$ cat src/rtl/fp_mul_pipe.sv
// fp_mul_pipe: pipelined IEEE-754-format multiplier with a valid/ready handshake.
// Stage 1 classifies and unpacks the operands. The middle stages form the
// mantissa product, split into two partial-product steps when there is room.
// The last stage normalises, packs and registers the result and status flags.
// Subnormals are flushed to zero and the product is truncated (round toward zero).
module fp_mul_pipe #(
  parameter int EXP_W   = 8,
  parameter int MAN_W   = 23,
  parameter int STAGES  = 3,
  parameter int FAST_EN = 1
) (
  input  logic                   clk,
  input  logic                   rst,
  input  logic                   in_valid,
  output logic                   in_ready,
  input  logic [EXP_W+MAN_W:0]   in1,
  input  logic [EXP_W+MAN_W:0]   in2,
  output logic                   out_valid,
  input  logic                   out_ready,
  output logic [EXP_W+MAN_W:0]   result,
  output logic                   overflow,
  output logic                   underflow,
  output logic                   exception
);

  localparam int W    = 1 + EXP_W + MAN_W;
  localparam int MW   = MAN_W + 1;              // mantissa including the hidden bit
  localparam int PW   = 2 * MW;                 // full product width
  localparam int EW   = EXP_W + 2;              // signed working exponent width
  localparam int BIAS = (1 << (EXP_W - 1)) - 1;
  localparam int MAXE = (1 << EXP_W) - 1;       // all-ones exponent (Inf/NaN code)
  localparam int LO_W = MW / 2;                 // split point of the two-step product

  // Operand class decided in stage 1; it picks which result the pack stage emits.
  typedef enum logic [1:0] {
    C_NAN  = 2'd0,
    C_ZERO = 2'd1,
    C_FAST = 2'd2,
    C_GEN  = 2'd3
  } cls_t;

  // Everything a pair needs on its way down the pipe.
  typedef struct packed {
    logic          s;
    cls_t          cls;
    logic [W-2:0]  fmag;   // magnitude passed through on the +-1.0 fast path
    logic [EW-1:0] esum;   // e1+e2-BIAS, two's complement
    logic [MW-1:0] m1;
    logic [MW-1:0] m2;
    logic [PW-1:0] prod;
  } pipe_t;

  typedef struct packed {
    logic [W-1:0] res;
    logic         ovf;
    logic         unf;
    logic         exc;
  } out_t;

  // Classify the operands and split them into sign, exponent sum and mantissas.
  function automatic pipe_t f_unpack(input logic [W-1:0] a, input logic [W-1:0] b);
    pipe_t            p;
    logic [EXP_W-1:0] ea, eb;
    logic [MAN_W-1:0] ma, mb;
    ea     = a[W-2:MAN_W];
    eb     = b[W-2:MAN_W];
    ma     = a[MAN_W-1:0];
    mb     = b[MAN_W-1:0];
    p      = '0;
    p.cls  = C_GEN;
    p.s    = a[W-1] ^ b[W-1];
    p.esum = EW'(ea) + EW'(eb) - EW'(BIAS);
    p.m1   = {1'b1, ma};
    p.m2   = {1'b1, mb};
    // Inf/NaN outranks zero, which outranks the +-1.0 shortcut.
    if (&ea || &eb) begin
      p.cls = C_NAN;
    end else if (ea == '0 || eb == '0) begin
      p.cls = C_ZERO;
    end else if (FAST_EN != 0 && ea == EXP_W'(BIAS) && ma == '0) begin
      p.cls  = C_FAST;
      p.fmag = b[W-2:0];
    end else if (FAST_EN != 0 && eb == EXP_W'(BIAS) && mb == '0) begin
      p.cls  = C_FAST;
      p.fmag = a[W-2:0];
    end
    return p;
  endfunction

  // Full mantissa product in one step.
  function automatic pipe_t f_mul_full(input pipe_t pi);
    pipe_t p;
    p      = pi;
    p.prod = PW'(pi.m1) * PW'(pi.m2);
    return p;
  endfunction

  // First half of a split product: m1 times the low half of m2.
  function automatic pipe_t f_mul_lo(input pipe_t pi);
    pipe_t p;
    p      = pi;
    p.prod = PW'(pi.m1) * PW'(pi.m2[LO_W-1:0]);
    return p;
  endfunction

  // Second half: add m1 times the high half of m2, shifted into place.
  function automatic pipe_t f_mul_hi(input pipe_t pi);
    pipe_t p;
    p      = pi;
    p.prod = pi.prod + ((PW'(pi.m1) * PW'(pi.m2[MW-1:LO_W])) << LO_W);
    return p;
  endfunction

  // Normalise by at most one place, truncate, range-check and pack.
  function automatic out_t f_pack(input pipe_t p);
    out_t             o;
    logic             norm;
    logic [EW-1:0]    e;
    logic [MAN_W-1:0] man;
    o    = '0;
    norm = p.prod[PW-1];
    man  = norm ? p.prod[PW-2 -: MAN_W] : p.prod[PW-3 -: MAN_W];
    e    = p.esum + EW'(norm);
    case (p.cls)
      C_NAN: begin
        o.res[W-2:MAN_W] = '1;
        o.res[MAN_W-1]   = 1'b1;
        o.exc            = 1'b1;
      end
      C_ZERO: o.res[W-1] = p.s;
      C_FAST: o.res      = {p.s, p.fmag};
      default: begin
        if ($signed(e) >= $signed(EW'(MAXE))) begin
          o.res[W-1]       = p.s;
          o.res[W-2:MAN_W] = '1;
          o.ovf            = 1'b1;
        end else if ($signed(e) <= 0) begin
          o.res[W-1] = p.s;
          o.unf      = 1'b1;
        end else begin
          o.res = {p.s, e[EXP_W-1:0], man};
        end
      end
    endcase
    return o;
  endfunction

  logic [STAGES:1] r_vld_pipe;
  logic [STAGES:0] w_vin;      // valid entering each register, bit 0 = input port
  logic            w_stall;
  pipe_t           w_last;     // data entering the pack stage
  out_t            r_out;

  assign w_stall   = r_vld_pipe[STAGES] && !out_ready;
  assign in_ready  = !w_stall;
  assign w_vin     = {r_vld_pipe, in_valid};
  assign out_valid = r_vld_pipe[STAGES];
  assign result    = r_out.res;
  assign overflow  = r_out.ovf;
  assign underflow = r_out.unf;
  assign exception = r_out.exc;

  generate
    if (STAGES == 1) begin : g_s1
      assign w_last = f_mul_full(f_unpack(in1, in2));
    end else begin : g_sn
      pipe_t r_d [1:STAGES-1];

      // Data stages advance together with the valid bits; a stall freezes them all.
      always_ff @(posedge clk) begin
        if (!w_stall) begin
          r_d[1] <= f_unpack(in1, in2);
          for (int k = 2; k < STAGES; k++) begin
            if (STAGES == 3)  r_d[k] <= f_mul_full(r_d[k-1]);
            else if (k == 2)  r_d[k] <= f_mul_lo(r_d[k-1]);
            else if (k == 3)  r_d[k] <= f_mul_hi(r_d[k-1]);
            else              r_d[k] <= r_d[k-1];
          end
        end
      end

      if (STAGES == 2) begin : g_mul_last
        assign w_last = f_mul_full(r_d[1]);
      end else begin : g_mul_mid
        assign w_last = r_d[STAGES-1];
      end
    end
  endgenerate

  // Valid shift register and output register; output only reloads when a pair arrives.
  always_ff @(posedge clk) begin
    if (rst) begin
      r_vld_pipe <= '0;
      r_out      <= '0;
    end else if (!w_stall) begin
      r_vld_pipe <= w_vin[STAGES-1:0];
      if (w_vin[STAGES-1]) r_out <= f_pack(w_last);
    end
  end

endmodule

$ cat config.mk
export PLATFORM = sky130hd
export DESIGN_NAME = fp_mul_pipe
export DESIGN_NICKNAME = d
export VERILOG_FILES = /design/src/rtl/fp_mul_pipe.sv
export SDC_FILE = /design/constraint.sdc
export NUM_CORES = 2
export LEC_CHECK = 0
export CAP_MARGIN = 20
export CORE_UTILIZATION = 50
export DETAILED_ROUTE_END_ITERATION = 12
export GPL_TIMING_DRIVEN = 0
export PLACE_DENSITY = 0.68
export SYNTH_ARGS = -nofsm -noshare
export SYNTH_HDL_FRONTEND = slang
export SYNTH_SLANG_ARGS = --single-unit
export TNS_END_PERCENT = 20
$ cat constraint.sdc
create_clock -name clk -period 12.1 [get_ports clk]
set_input_delay 2.42 -clock clk [delete_from_list [all_inputs] [get_ports clk]]
set_output_delay 2.42 -clock clk [all_outputs]
set_load 0.02 [all_outputs]
### Yosys cells after proc, flatten, opt, wreduce, memory -nomap -nowiden

Memories as Yosys holds them, arrays and structs flattened.
Cells that the tools add are included.

| word-level totals | value |
|---|---|
| bits in registers | 38 |
| bits in latches | 0 |
| RAM bits | 280 |
| memory bits (read-only) | 0 |
| input port bits | 68 |
| output and inout bits | 37 |
| logic and storage cells | 57 |
| memories | 1 |

| operators by class | value |
|---|---|
| add/sub/neg operators | 3 |
| multiply operators | 1 |
| div/mod/pow operators | 0 |
| $lt $le $gt $ge | 2 |
| equality and inequality tests | 4 |
| shift-type cells | 0 |
| muxes and demuxes | 21 |
| bitwise gates (word level) | 2 |
| reductions and logical operators | 18 |

Memories:

| name | depth | bits a word | read ports | clocked after Yosys merged registers in | wr ports | RTL line | text |
|---|---|---|---|---|---|---|---|
| g_sn.r_d | 2 | 140 | 2 | 0 | 2 | 167 | `pipe_t r_d [1:STAGES-1];` |

Operators by type and width:

| operator | count |
|---|---|
| $mux W31 | 4 |
| $mul A24 B24 Y48 | 1 |
| $logic_not A23 Y1 | 2 |
| $mux W23 | 2 |
| $pmux W22 S2 | 1 |
| $mux W33 | 1 |
| $mux W32 | 1 |
| $pmux W9 S3 | 1 |
| $eq A8 B7 Y1 const B | 2 |
| $logic_not A8 Y1 | 2 |
| $reduce_and A8 Y1 | 2 |
| $add A10 B1 Y10 | 1 |
| $ge A10 B9 Y1 const B | 1 |
| $le A10 B1 Y1 const B | 1 |
| $sub A9 B7 Y10 const B | 1 |
| $add A8 B8 Y9 | 1 |
| $mux W2 | 4 |
| $mux W8 | 1 |
| $mux W1 | 5 |
| $reduce_or A2 Y1 | 2 |
| $logic_and A1 B1 Y1 | 3 |
| $reduce_or A3 Y1 | 1 |
| $eq A2 B1 Y1 const B | 1 |
| $eq A2 B2 Y1 const B | 1 |
| other kinds (7) | 9 |

### Logic depth before layout (Yosys ltp)

| logic depth | value |
|---|---|
| depth in word-level cells | 7 |
| gate-level depth with buffers | 25 |
| mapped depth without buffers | 24 |

### Worst setup path after synthesis

OpenSTA, ideal clock, no wires.

| timing | value |
|---|---|
| path kind | input to output |
| from | in out_ready |
| to | out in_ready |
| data arrival time | 5.731 ns |
| required time | 9.680 ns |
| slack | 3.949 ns |
| stages | 2 |
| buffers on the path | 0 |
| cells stage by stage | nor2b_1 > inv_1 |

| between the ends | value |
|---|---|
| word-level cells in the longest chain between the ends | 3 |

RTL lines:

| element | RTL line | text |
|---|---|---|
| start: declaration | 19 | `input logic out_ready,` |
| $logic_not A1 Y1 | 154 | `assign w_stall = r_vld_pipe[STAGES] && !out_ready;` |
| $logic_and A1 B1 Y1 | 154 |  |
| $logic_not A1 Y1 | -- |  |
| end: declaration | 15 | `output logic in_ready,` |

Every way passes these cells.

==> results.cfg <==
[status]
status = finished clean

[floorplanning]
die_area_um2 = 53000
start_util_pct = 50.7
fp.dieW_um = 230
core_um2 = 51400
placementRows = 83
pin_count = 105
die_h_um = 230

[flow_run]
drv_cap = 0

[routing]
ant_nets = 0
drtPass1Iterations = 5
detail_route.drc_violations = 0
wire_per_inst_um = 24.3
vias_per_cell = 5.58
wirelength_um = 83600
drtIter0Drc = 1722
vias = 19200

[yosys]
avgSynthCellArea_um2 = 9.91
ys_async_sr_fraction_pct = 0
synth_nets = 3363
yosysSeqAreaShare_pct = 21.3
synth_top_cell_by_area = fa_1
syn-cell-area_um2 = 26000
ys_types = 60
synth_ff_type = edfxtp_1
ys_ff_latch = 197
synth_edf_count = 159
synth.cells.most_frequent = 592 x inv_1, 482 x fa_1, 293 x nand2_1
synthDominantCellAreaShare_pct = 37.1
synth_cells = 2627
synth_warnings = 0
synth_area_leaders = fa_1 37%, edfxtp_1 18%, ha_1 8.9%
synth_most_common_cell = inv_1

[clock_tree]
cts-root-buf = clkbuf_16
clock_latency_ns = 0.44
cts_buffers = 17
cts.repair.resized = 0
cts_tree = built
hold_buffers = 0
htreeDepth = 4
cts_setup_buffers = 0
clk_path_buf_depth = 2
clock_sinks = 197
cts.reportedPaths.clkPinSlew_ns = 0.08

[final_layout]
stdcell_count = 3446
drive_gt1_share_pct = 2.46
syn2layout_area_growth_pct = 9.60
fillers = 4548
fin_nets = 3486

[placed_design]
pre_cts_ws_ns = 3.62
io_buffers = 103
dp_cells = 3411
routabilityCongestion = 1.03
hpwlAfterDp_um = 68500

[critical_path]
crit_type = reg2reg
crit_slowest_cell = a311oi_2
r2r_slack_ns = 3.47
worst-path-buf-inv = 8
max_stage_delay_ns = 0.71
worstSetupEndpointType = flop
critPathTopFamily = adder cells
arrival_ns = 8.81
cp-start-kind = flop
worstPathRequired_ns = 12.28
r2r_start = g_sn.r_d[1][80]$_DFFE_PN_
critical_path_peak_fanout = 10
crit_path_cell_trace = buf_1, inv_1, nor2_1, fa_1, fa_1, inv_1, fa_1, inv_1, fa_1, inv_1, fa_1, inv_1, fa_1, inv_1, fa_1, inv_1, ha_1, nand3_1, or4_4, a311oi_2, o2111ai_1, a21oi_1, a31oi_1, xnor2_1
worstRegToRegCells = 24
rr_endpoint = g_sn.r_d[2][47]$_DFFE_PN_

[sta]
max_freq_mhz = 116
postLayoutSetupSlackWorst_ns = 3.47
setup_viol = 0
hold_viol_final = 0
fin_crit_sh_pct = 71.3
fin_setup_tns_ns = 0
holdWs_ns = 0.412
clock_skew_ns = 0.0107
finalCriticalPeriod_ns = 8.63
maxSlewViolCount = 0
worst_pin_slew_ns = 1.07
rsz0062_at_grt = false
slew_headroom_pct = 27.9

[min_path]
hold_depth = 0
hold_path_class = reg2reg
whs_endpoint = g_sn.r_d[2][103]$_DFFE_PN_
holdCritStartpoint = g_sn.r_d[1][103]$_DFFE_PN_

[global_route]
antenna_found_initial = 12
overflow = 0
grt_pass1_vias = 20500
grtUsageTotal_pct = 32.6
grt_max_degree = 113
grt_pass1_wl_um = 125000
## cell families after synthesis
group	share of synthesized area (%)
multiplexers	1.03
flip-flops	21.3
AO/OA/AOI/OAI	5.14
adder cells (fa/ha/maj)	46.0
AND/OR/NAND/NOR	14.7
XOR/XNOR	1.51
buffers and inverters	10.4
## metrics by stage
stage / cell area, um^2 / utilization [%]
after floorplan: 26000 / -
after global placement: 27900 / 54.3
after detailed placement: 28000 / 54.4
after CTS: 28500 / 55.5
after global routing: 28500 / 55.5
final: 28500 / 55.5
## flip-flops by register name (all words and copies together), names as in the netlist
signal and flops:
overflow 1, exception 1, underflow 1, result 32, r_vld_pipe 3, g_sn.r_d 159
## layout by cell type, fill, tap and decap left out, drive strengths merged, types with 4 or more instances in the layout
master	count
fa	482
xnor2	33
a31oi	11
o21ai	20
nand4	13
nor2b	6
nand3	18
buf	9
a221oi	22
and2	242
edfxtp	159
a211oi	4
nor2	133
nor4	18
a21oi	51
inv	597
clkbuf	133
or3	5
a22oi	26
a311oi	9
mux2	23
clkdlybuf4s50	103
nand2	293
a21o	20
o21bai	4
xor2	12
nor3	32
clkinv	8
ha	186
dfxtp	38
o211ai	4
nand2b	9
## metal layers
metal  wire length, um  track usage [%]
met1             32800             42.0
met5                15                0
met3              7250             7.01
met2             38600             51.9
met4              4950             16.5
## how the worst max path moves through the flow
stage	startpoint	end	slack, ns	cells past startpoint
2_1_floorplan	out_ready	in_ready	3.95	2
3_3_place_gp	out_ready	in_ready	1.35	4
3_5_place_dp	g_sn.r_d[1][80]$_DFFE_PN_	g_sn.r_d[2][47]$_DFFE_PN_	3.62	24
4_1_cts	g_sn.r_d[1][80]$_DFFE_PN_	g_sn.r_d[2][47]$_DFFE_PN_	3.60	24
5_1_grt	g_sn.r_d[1][86]$_DFFE_PN_	g_sn.r_d[2][46]$_DFFE_PN_	3.27	23
6_report	g_sn.r_d[1][80]$_DFFE_PN_	g_sn.r_d[2][47]$_DFFE_PN_	3.47	24
## layout make-up
type                            count  area (um^2)  share of cell area [%]
Antenna cell                        3         7.51                  0.0263
Buffer                            124          472                    1.65
Clock buffer                       17          425                    1.49
Clock inverter                     15          153                   0.535
Inverter                          594         2230                    7.83
Multi-Input combinational cell   1712        17800                    62.4
Sequential cell                   197         5540                    19.4
Tap cell                          680          851                    2.98
Timing Repair Buffer              104         1060                    3.71
Power is left out: the tool's default activity adds up to more than one toggle a clock period on the data nets, which glitch-free logic cannot reach.
